`src/rtl/zircon_avalon_vga_flip_ctrl_if.sv`:
```
// Avalon-MM slave bus bundle for the VGA page-flip controller.
// master modport: bus initiator (CPU side or testbench).
// slave modport : zircon_avalon_vga_flip_ctrl.
//   avs_address   3-bit register word offset
//   avs_write     write strobe, avs_writedata 32-bit write data
//   avs_read      read strobe,  avs_readdata  32-bit read data (latency 1)
interface zircon_avalon_vga_flip_ctrl_if;
  logic [2:0]  avs_address;
  logic        avs_write;
  logic [31:0] avs_writedata;
  logic        avs_read;
  logic [31:0] avs_readdata;

  modport master (
    output avs_address,
    output avs_write,
    output avs_writedata,
    output avs_read,
    input  avs_readdata
  );

  modport slave (
    input  avs_address,
    input  avs_write,
    input  avs_writedata,
    input  avs_read,
    output avs_readdata
  );
endinterface

```
`src/rtl/zircon_avalon_vga_flip_ctrl.sv`:
```
// Double-buffer page-flip scheduler for the VGA frame reader.
// Holds two frame-buffer base addresses; swaps the displayed buffer only on a
// frame-start edge so a frame is never torn mid-scan.
// Ports:
//   csi_clk, rsi_reset_n      clock, synchronous active-low reset
//   avs (slave modport)       Avalon-MM register port, read latency 1
//   vga_frame_start           frame-start level from VGA timing
//   vga_buffer_address        active buffer base address to the reader
//   vga_start                 frame reader enable
//   ins_irq                   end-of-flip interrupt, level, active-high
// Build option: define VGA_FLIP_IRQ_EN to implement irq_en/irq_flag/ins_irq;
// otherwise those bits read 0, ignore writes, and ins_irq stays 0.
module zircon_avalon_vga_flip_ctrl #(
  parameter int unsigned FRAME_CNT_W = 16
) (
  input  logic                            csi_clk,
  input  logic                            rsi_reset_n,
  zircon_avalon_vga_flip_ctrl_if.slave    avs,
  input  logic                            vga_frame_start,
  output logic [31:0]                     vga_buffer_address,
  output logic                            vga_start,
  output logic                            ins_irq
);

  typedef enum logic [1:0] {StStopped, StWaitSof, StRun} state_e;

  state_e                 state_q, state_d;
  logic [31:0]            buf0_q, buf0_d, buf1_q, buf1_d;
  logic                   enable_q, enable_d, irq_en_q, irq_en_d;
  logic                   front_q, front_d, pending_q, pending_d;
  logic                   irq_flag_q, irq_flag_d;
  logic [FRAME_CNT_W-1:0] frame_cnt_q, frame_cnt_d;
  logic                   sof_d_q;
  logic [31:0]            addr_q, addr_d;
  logic                   start_q, start_d, irq_q, irq_d;
  logic [31:0]            readdata_q, readdata_d;

  logic        sof, run_sof;
  logic        wr_buf0, wr_buf1, wr_ctrl, wr_flip, wr_status;
  logic [31:0] rd_mux;

  assign sof       = vga_frame_start & ~sof_d_q;
  assign wr_buf0   = avs.avs_write && (avs.avs_address == 3'd0);
  assign wr_buf1   = avs.avs_write && (avs.avs_address == 3'd1);
  assign wr_ctrl   = avs.avs_write && (avs.avs_address == 3'd2);
  assign wr_flip   = avs.avs_write && (avs.avs_address == 3'd3);
  assign wr_status = avs.avs_write && (avs.avs_address == 3'd4);

  always_comb begin
    rd_mux = 32'd0;
    unique case (avs.avs_address)
      3'd0:    rd_mux = buf0_q;
      3'd1:    rd_mux = buf1_q;
      3'd2:    rd_mux = {30'd0, irq_en_q, enable_q};
      3'd4:    rd_mux = {16'(frame_cnt_q), 13'd0, irq_flag_q, pending_q, front_q};
      default: rd_mux = 32'd0;
    endcase
  end

  always_comb begin
    state_d     = state_q;
    buf0_d      = buf0_q;
    buf1_d      = buf1_q;
    enable_d    = enable_q;
    irq_en_d    = irq_en_q;
    front_d     = front_q;
    pending_d   = pending_q;
    irq_flag_d  = irq_flag_q;
    frame_cnt_d = frame_cnt_q;
    run_sof     = 1'b0;

    if (wr_buf0) buf0_d = avs.avs_writedata;
    if (wr_buf1) buf1_d = avs.avs_writedata;
    if (wr_ctrl) begin
      enable_d = avs.avs_writedata[0];
`ifdef VGA_FLIP_IRQ_EN
      irq_en_d = avs.avs_writedata[1];
`endif
    end
    // A flip request while one is already pending is dropped, never queued.
    if (wr_flip && avs.avs_writedata[0] && !pending_q) pending_d = 1'b1;
`ifdef VGA_FLIP_IRQ_EN
    if (wr_status && avs.avs_writedata[2]) irq_flag_d = 1'b0;
`endif

    // Disable acts on the written value so the reader stops one cycle after the write.
    unique case (state_q)
      StStopped: begin
        if (enable_d) state_d = StWaitSof;
      end
      StWaitSof: begin
        if (!enable_d) begin
          state_d   = StStopped;
          pending_d = 1'b0;
        end else if (sof) begin
          state_d = StRun;
        end
      end
      StRun: begin
        if (!enable_d) begin
          state_d   = StStopped;
          pending_d = 1'b0;
        end else if (sof) begin
          run_sof = 1'b1;
        end
      end
      default: state_d = StStopped;
    endcase

    // Only pending_q counts here: a flip written in this sof cycle waits one frame.
    if (run_sof) begin
      frame_cnt_d = frame_cnt_q + FRAME_CNT_W'(1);
      if (pending_q) begin
        front_d   = ~front_q;
        pending_d = 1'b0;
`ifdef VGA_FLIP_IRQ_EN
        irq_flag_d = 1'b1;  // set wins over a same-cycle W1C
`endif
      end
    end

    // Outside RUN the address tracks the front buffer; in RUN it re-latches only on sof.
    if (state_d != StRun || state_q != StRun || run_sof) begin
      addr_d = front_d ? buf1_d : buf0_d;
    end else begin
      addr_d = addr_q;
    end
    start_d    = (state_d == StRun);
    irq_d      = irq_flag_d & irq_en_d;
    readdata_d = avs.avs_read ? rd_mux : readdata_q;
  end

  always_ff @(posedge csi_clk) begin
    if (!rsi_reset_n) begin
      state_q     <= StStopped;
      buf0_q      <= 32'd0;
      buf1_q      <= 32'd0;
      enable_q    <= 1'b0;
      irq_en_q    <= 1'b0;
      front_q     <= 1'b0;
      pending_q   <= 1'b0;
      irq_flag_q  <= 1'b0;
      frame_cnt_q <= '0;
      sof_d_q     <= 1'b0;
      addr_q      <= 32'd0;
      start_q     <= 1'b0;
      irq_q       <= 1'b0;
      readdata_q  <= 32'd0;
    end else begin
      state_q     <= state_d;
      buf0_q      <= buf0_d;
      buf1_q      <= buf1_d;
      enable_q    <= enable_d;
      irq_en_q    <= irq_en_d;
      front_q     <= front_d;
      pending_q   <= pending_d;
      irq_flag_q  <= irq_flag_d;
      frame_cnt_q <= frame_cnt_d;
      sof_d_q     <= vga_frame_start;
      addr_q      <= addr_d;
      start_q     <= start_d;
      irq_q       <= irq_d;
      readdata_q  <= readdata_d;
    end
  end

  assign vga_buffer_address = addr_q;
  assign vga_start          = start_q;
  assign ins_irq            = irq_q;
  assign avs.avs_readdata   = readdata_q;

endmodule
```
`src/flat_wrapper.sv`:
```
// flat-port wrapper written by rule: the top's interface ports become plain ports
module zircon_avalon_vga_flip_ctrl_flat 
#(
  parameter int unsigned FRAME_CNT_W = 16
)
  (csi_clk, rsi_reset_n, vga_frame_start, vga_buffer_address, vga_start, ins_irq, avs_avs_address, avs_avs_write, avs_avs_writedata, avs_avs_read, avs_avs_readdata);
  zircon_avalon_vga_flip_ctrl_if avs_i ();
  input  logic csi_clk;
  input  logic rsi_reset_n;
  input  logic vga_frame_start;
  output logic [31:0] vga_buffer_address;
  output logic vga_start;
  output logic ins_irq;
  input wire logic [$bits(avs_i.avs_address)-1:0] avs_avs_address;
  input wire logic [$bits(avs_i.avs_write)-1:0] avs_avs_write;
  input wire logic [$bits(avs_i.avs_writedata)-1:0] avs_avs_writedata;
  input wire logic [$bits(avs_i.avs_read)-1:0] avs_avs_read;
  output wire logic [$bits(avs_i.avs_readdata)-1:0] avs_avs_readdata;
  assign avs_i.avs_address = avs_avs_address;
  assign avs_i.avs_write = avs_avs_write;
  assign avs_i.avs_writedata = avs_avs_writedata;
  assign avs_i.avs_read = avs_avs_read;
  assign avs_avs_readdata = avs_i.avs_readdata;
  zircon_avalon_vga_flip_ctrl #(.FRAME_CNT_W(FRAME_CNT_W)) u_core (.csi_clk(csi_clk), .rsi_reset_n(rsi_reset_n), .avs(avs_i), .vga_frame_start(vga_frame_start), .vga_buffer_address(vga_buffer_address), .vga_start(vga_start), .ins_irq(ins_irq));
endmodule
```
`config.mk`:
```
export PLATFORM = sky130hd
export DESIGN_NAME = zircon_avalon_vga_flip_ctrl_flat
export DESIGN_NICKNAME = d
export VERILOG_FILES = /design/src/rtl/zircon_avalon_vga_flip_ctrl_if.sv /design/src/rtl/zircon_avalon_vga_flip_ctrl.sv /design/src/flat_wrapper.sv
export SDC_FILE = /design/constraint.sdc
export NUM_CORES = 1
export LEC_CHECK = 0
export CAP_MARGIN = 5
export CELL_PAD_IN_SITES_DETAIL_PLACEMENT = 1
export CELL_PAD_IN_SITES_GLOBAL_PLACEMENT = 1
export CORE_AREA = 2 2 137 139
export DETAILED_ROUTE_END_ITERATION = 16
export DIE_AREA = 0 0 139 141
export GPL_ROUTABILITY_DRIVEN = 0
export GPL_TIMING_DRIVEN = 0
export PLACE_DENSITY = 0.82
export SYNTH_ARGS = -nofsm -noshare
export SYNTH_HDL_FRONTEND = slang
export SYNTH_SLANG_ARGS = --single-unit
```
`constraint.sdc`:
```
create_clock -name csi_clk -period 3.1 [get_ports csi_clk]
set_input_delay 0.62 -clock csi_clk [delete_from_list [all_inputs] [get_ports csi_clk]]
set_output_delay 0.62 -clock csi_clk [all_outputs]
set_load 0.1 [all_outputs]
```
==> results of run 1 <==
worst max-delay path, delay by kind of cell:
kind | cells | cell delay [ns]
AO/OA/AOI/OAI | 4 | 0.82
buffers and inverters | 2 | 1.06
multiplexers | 1 | 0.44
AND/OR/NAND/NOR | 1 | 0.39
synthesized netlist by cell type (2+ instances only):
master,instances
o21a_1,2
nor3_1,37
buf_6,5
or3_1,3
nor2_1,56
clkbuf_1,56
a21boi_0,66
mux2i_1,34
dfxtp_1,151
o21ai_1,30
a21oi_1,21
buf_2,5
o311ai_0,3
o21ai_0,36
and3b_1,3
xor2_1,4
nand2_1,169
o22ai_1,31
xnor2_1,9
nand3_1,6
and3_1,3
or3b_2,2
ha_1,5
buf_1,6
nor2b_1,7
and2_1,45
o311ai_1,28
nand4_1,5
inv_1,35
sequential cells by signal, indices dropped and copies added (netlist names):
register / count
u_core.avs.avs_readdata: 32
u_core.buf0_q: 32
u_core.buf1_q: 32
u_core.vga_buffer_address: 32
u_core.frame_cnt_q: 16
u_core.state_q: 2
u_core.enable_q: 1
u_core.front_q: 1
u_core.pending_q: 1
u_core.sof_d_q: 1
u_core.vga_start: 1
layout by cell type, fill, tap and decap left out, types with 3 or more instances in the layout:
cell type,synthesis,layout
o22ai_1,31,31
xor2_1,4,4
nor2_1,56,55
o311ai_1,28,28
ha_1,5,5
and3b_1,3,3
bufinv_16,0,3
buf_2,5,7
clkbuf_16,0,17
or3_1,3,3
clkdlybuf4s50_1,0,101
mux2i_1,34,34
clkbuf_1,56,52
o21ai_1,30,30
a21boi_0,66,66
o21ai_0,36,36
xnor2_1,9,9
clkbuf_8,0,5
and3_1,3,3
dfxtp_1,151,151
buf_1,6,3
clkbuf_2,0,5
and2_1,45,45
nand4_1,5,5
nor2b_1,7,7
nor3_1,37,36
o311ai_0,3,3
inv_1,35,35
nand3_1,6,6
nand2_1,169,169
clkinv_2,0,4
a21oi_1,21,21
buf_6,5,5
cells by family after synthesis:
family	Yosys count	share of synthesized area
mux	35	0.0500
fa+ha+maj	5	0.00883
simple gates	343	0.221
other cells	1	0.000529
xor+xnor	14	0.0193
buf+inv	108	0.0639
flops	151	0.427
compound gates	225	0.210
path summary, 6_finish.rpt:
path / start / to / slack (ns) / depth (start not counted)
worst max register to register: u_core.state_q[1] / u_core.vga_buffer_address[0] / 0.62 / 8
worst min-delay path: u_core.vga_buffer_address[15] / u_core.vga_buffer_address[15] / 0.45 / 2
worst min register to register: u_core.vga_buffer_address[15] / u_core.vga_buffer_address[15] / 0.45 / 2
worst max-delay path: avs_avs_write / u_core.vga_buffer_address[30] / 0.07 / 8
power by group through the flow:
stage	sequential (mW)	combinational (mW)	clock, mW
detailed placement	2.04	0.432	0
floorplan	2.13	0.169	0
CTS	2.00	0.436	2.20
global route	2.00	0.464	2.27
finish	2.00	0.439	2.19
global placement	2.04	0.428	0
through the flow:
| stage | worst slack [ns] | hold WS (ns) |
|---|---|---|
| after floorplan | 0.542 | 0.453 |
| after global placement | -0.500 | 0.439 |
| after detailed placement | -0.535 | 0.446 |
| after CTS | 0.0147 | 0.455 |
| after global routing | 0.00699 | 0.469 |
| final | 0.0717 | 0.450 |
layout make-up:
| class | count | area [sq um] | area share |
|---|---|---|---|
| sequential | 151 | 3020 | 0.335 |
| inverter | 35 | 131 | 0.0145 |
| buffer | 73 | 330 | 0.0366 |
| clock inverter | 8 | 119 | 0.0132 |
| clock buffer | 22 | 494 | 0.0547 |
| tap | 234 | 293 | 0.0324 |
| multi-input combinational | 623 | 3630 | 0.402 |
| timing repair buffer | 101 | 1010 | 0.112 |
per-layer routing:
| metal | vias to the layer above | part of all wire | wire [um] |
|---|---|---|---|
| met1 | 3352 | 0.44 | 10500 |
| li1 | 3253 | - | - |
| met5 | - | 0 | 0 |
| met3 | 40 | 0.043 | 1030 |
| met4 | 0 | 0.024 | 567 |
| met2 | 191 | 0.50 | 11900 |
==> flow_summary.rst, run 1 <==
.. list-table::
   :header-rows: 1

   * - Metric
     - Value
   * - Count of pins over their slew limit
     - 0
   * - Number of clock sinks
     - 151
   * - Detail-routed net length per standard cell
     - 19.3 um
   * - Number of buffers inserted by post-CTS setup repair
     - 0
   * - Share of Yosys cell area claimed by the top area cell type
     - 0.427
   * - Status
     - finished, final reports clean
   * - Largest net degree at the start of global routing
     - 17
   * - Relative slew slack
     - 0.340
   * - Synth Warn #
     - 0
   * - Post-synthesis to final-layout area growth
     - 27.5%
   * - Width of the chip
     - 139 um
   * - Post-synth EDFFs
     - 0
   * - GRT met1 Usage
     - 0.300
   * - Core area
     - 18300 sq um
   * - Final Instance Count excl. Fillers
     - 1247
   * - Crit path time final
     - 3.03 ns
   * - First-pass GRT wire length
     - 37.8 mm
   * - Largest voltage drop on the vdd net
     - 396 uV
   * - Post-cts gate resize count
     - 4
   * - Kind of critical path
     - input pin to register
   * - Effective utilization at floorplan
     - 0.388
   * - Clock share of power
     - 0.473
   * - Via count of the routed design
     - 6836
   * - CP Data Arrival Time
     - 3.34 ns
   * - Root buf cell
     - clkbuf_16
   * - Number of nets produced by synthesis
     - 927
   * - Total Die Area
     - 19600 sq um
   * - Gate count of the mapped netlist
     - 882
   * - Initial antenna violation count
     - 0
   * - Overflow left after global routing
     - 0
   * - Final net count
     - 1047
   * - Slew of the pin with the lowest slew margin
     - 0.987 ns
   * - Switching Fraction
     - 0.249
   * - Power share of the combinational group
     - 0.095
   * - Max incr delay on CP
     - 0.56 ns
   * - Detail Route Antenna Nets
     - 0
   * - Number of buffers inserted for hold repair after clock tree synthesis
     - 0
   * - Maximum level of the CTS H-tree
     - 4
   * - Cell area after placement
     - 8390 sq um
   * - Post-layout utilization of the core
     - 0.494
   * - Slowest-stage cell, CP
     - clkdlybuf4s50_1
   * - Static power due to leakage
     - 3.08 nW
   * - Sequential fraction of design power
     - 0.432
   * - Post-synthesis instance area
     - 7080 sq um
   * - Worst skew pair latency
     - 0.44 ns
   * - Post-synth top area cell
     - dfxtp_1
   * - Internal portion of total power
     - 3.48 mW
   * - Worst clock skew
     - 0.00752 ns
   * - Largest cells by area after synthesis
     - dfxtp_1 43%, nand2_1 9.0%, a21boi_0 7.0%, mux2i_1 4.8%, and2_1 4.0%
   * - Via count of the first global-routing pass
     - 7020
   * - Fraction of final layout cells with drive strength greater than 1
     - 0.0563
   * - Instance count after placement with tap cells included
     - 1217
   * - Ordered cell list for the critical path
     - clkdlybuf4s50_1, nor4bb_4, mux2i_4, o21a_1, clkbuf_1, o21ai_0, o311ai_1, o21ai_1
   * - Met3 demand-to-capacity share in global routing
     - 0.0401
   * - Power density over the cells
     - 512 nW/um^2
   * - Average cell area after synthesis
     - 8.03 sq um
   * - Number of buffers on the longest clock path
     - 2
   * - Number of hold-slack violations in the final timing report
     - 0
   * - Total power
     - 4.63 mW
   * - Net switching power
     - 1.15 mW
   * - Half-perimeter wire length after placement
     - 17.1 mm
   * - Period utilisation layout
     - 0.977
   * - Layer carrying the most global-route usage
     - met2
   * - Kind of start point of the critical path
     - input pin
   * - Required @ worst endpoint
     - 3.42 ns
   * - Post-route DRC violation count
     - 0
   * - Die height
     - 141 um
   * - First-iteration detailed-routing DRC count
     - 380
   * - Finished Cell Area
     - 9030 sq um
   * - Setup violation total in the final timing report
     - 0
   * - CP endpoint kind
     - register
   * - TritonRoute pass-1 iters
     - 7
   * - Total negative setup slack
     - 0 ns
   * - Num rows
     - 50
   * - Average via count per standard cell
     - 5.48
   * - Most instantiated flip-flop cell in the synthesis netlist
     - dfxtp_1
   * - Antenna diode count
     - 0
   * - Met2 track demand over resource in global routing
     - 0.433
   * - All-layer global routing usage
     - 0.244
   * - Unrepaired setup endpoints after global routing
     - no
   * - Clock edge transition at the registers on the reported setup and hold paths
     - 0.07 ns
   * - Num ports
     - 106
   * - Number of unique standard cell types used by synthesis
     - 48
   * - Post-synthesis sequential element count
     - 151
   * - TritonCTS clock tree
     - built
   * - Number of buffers added by the clock tree synthesis step
     - 17
   * - Fill cells
     - 2226
   * - FFs w/ async S/R, synth
     - 0
   * - Critical path fanouts, max
     - 10
   * - Max-cap violation count
     - 0
   * - Max frequency
     - 0.330 GHz
   * - Seq/Total Area, Yosys
     - 0.427
   * - Path category of the worst min-delay check
     - register to register
   * - Wire length after detailed routing
     - 24.1 mm
   * - Number of port buffers
     - 101
(Power assumes the default switching activity.)
==> run 2, diff against run 1 <==
Settings changed: CAP_MARGIN 5 to 30.
==> results of run 2 <==
The final DEF is identical to that of run 1; final timing and power are the same.
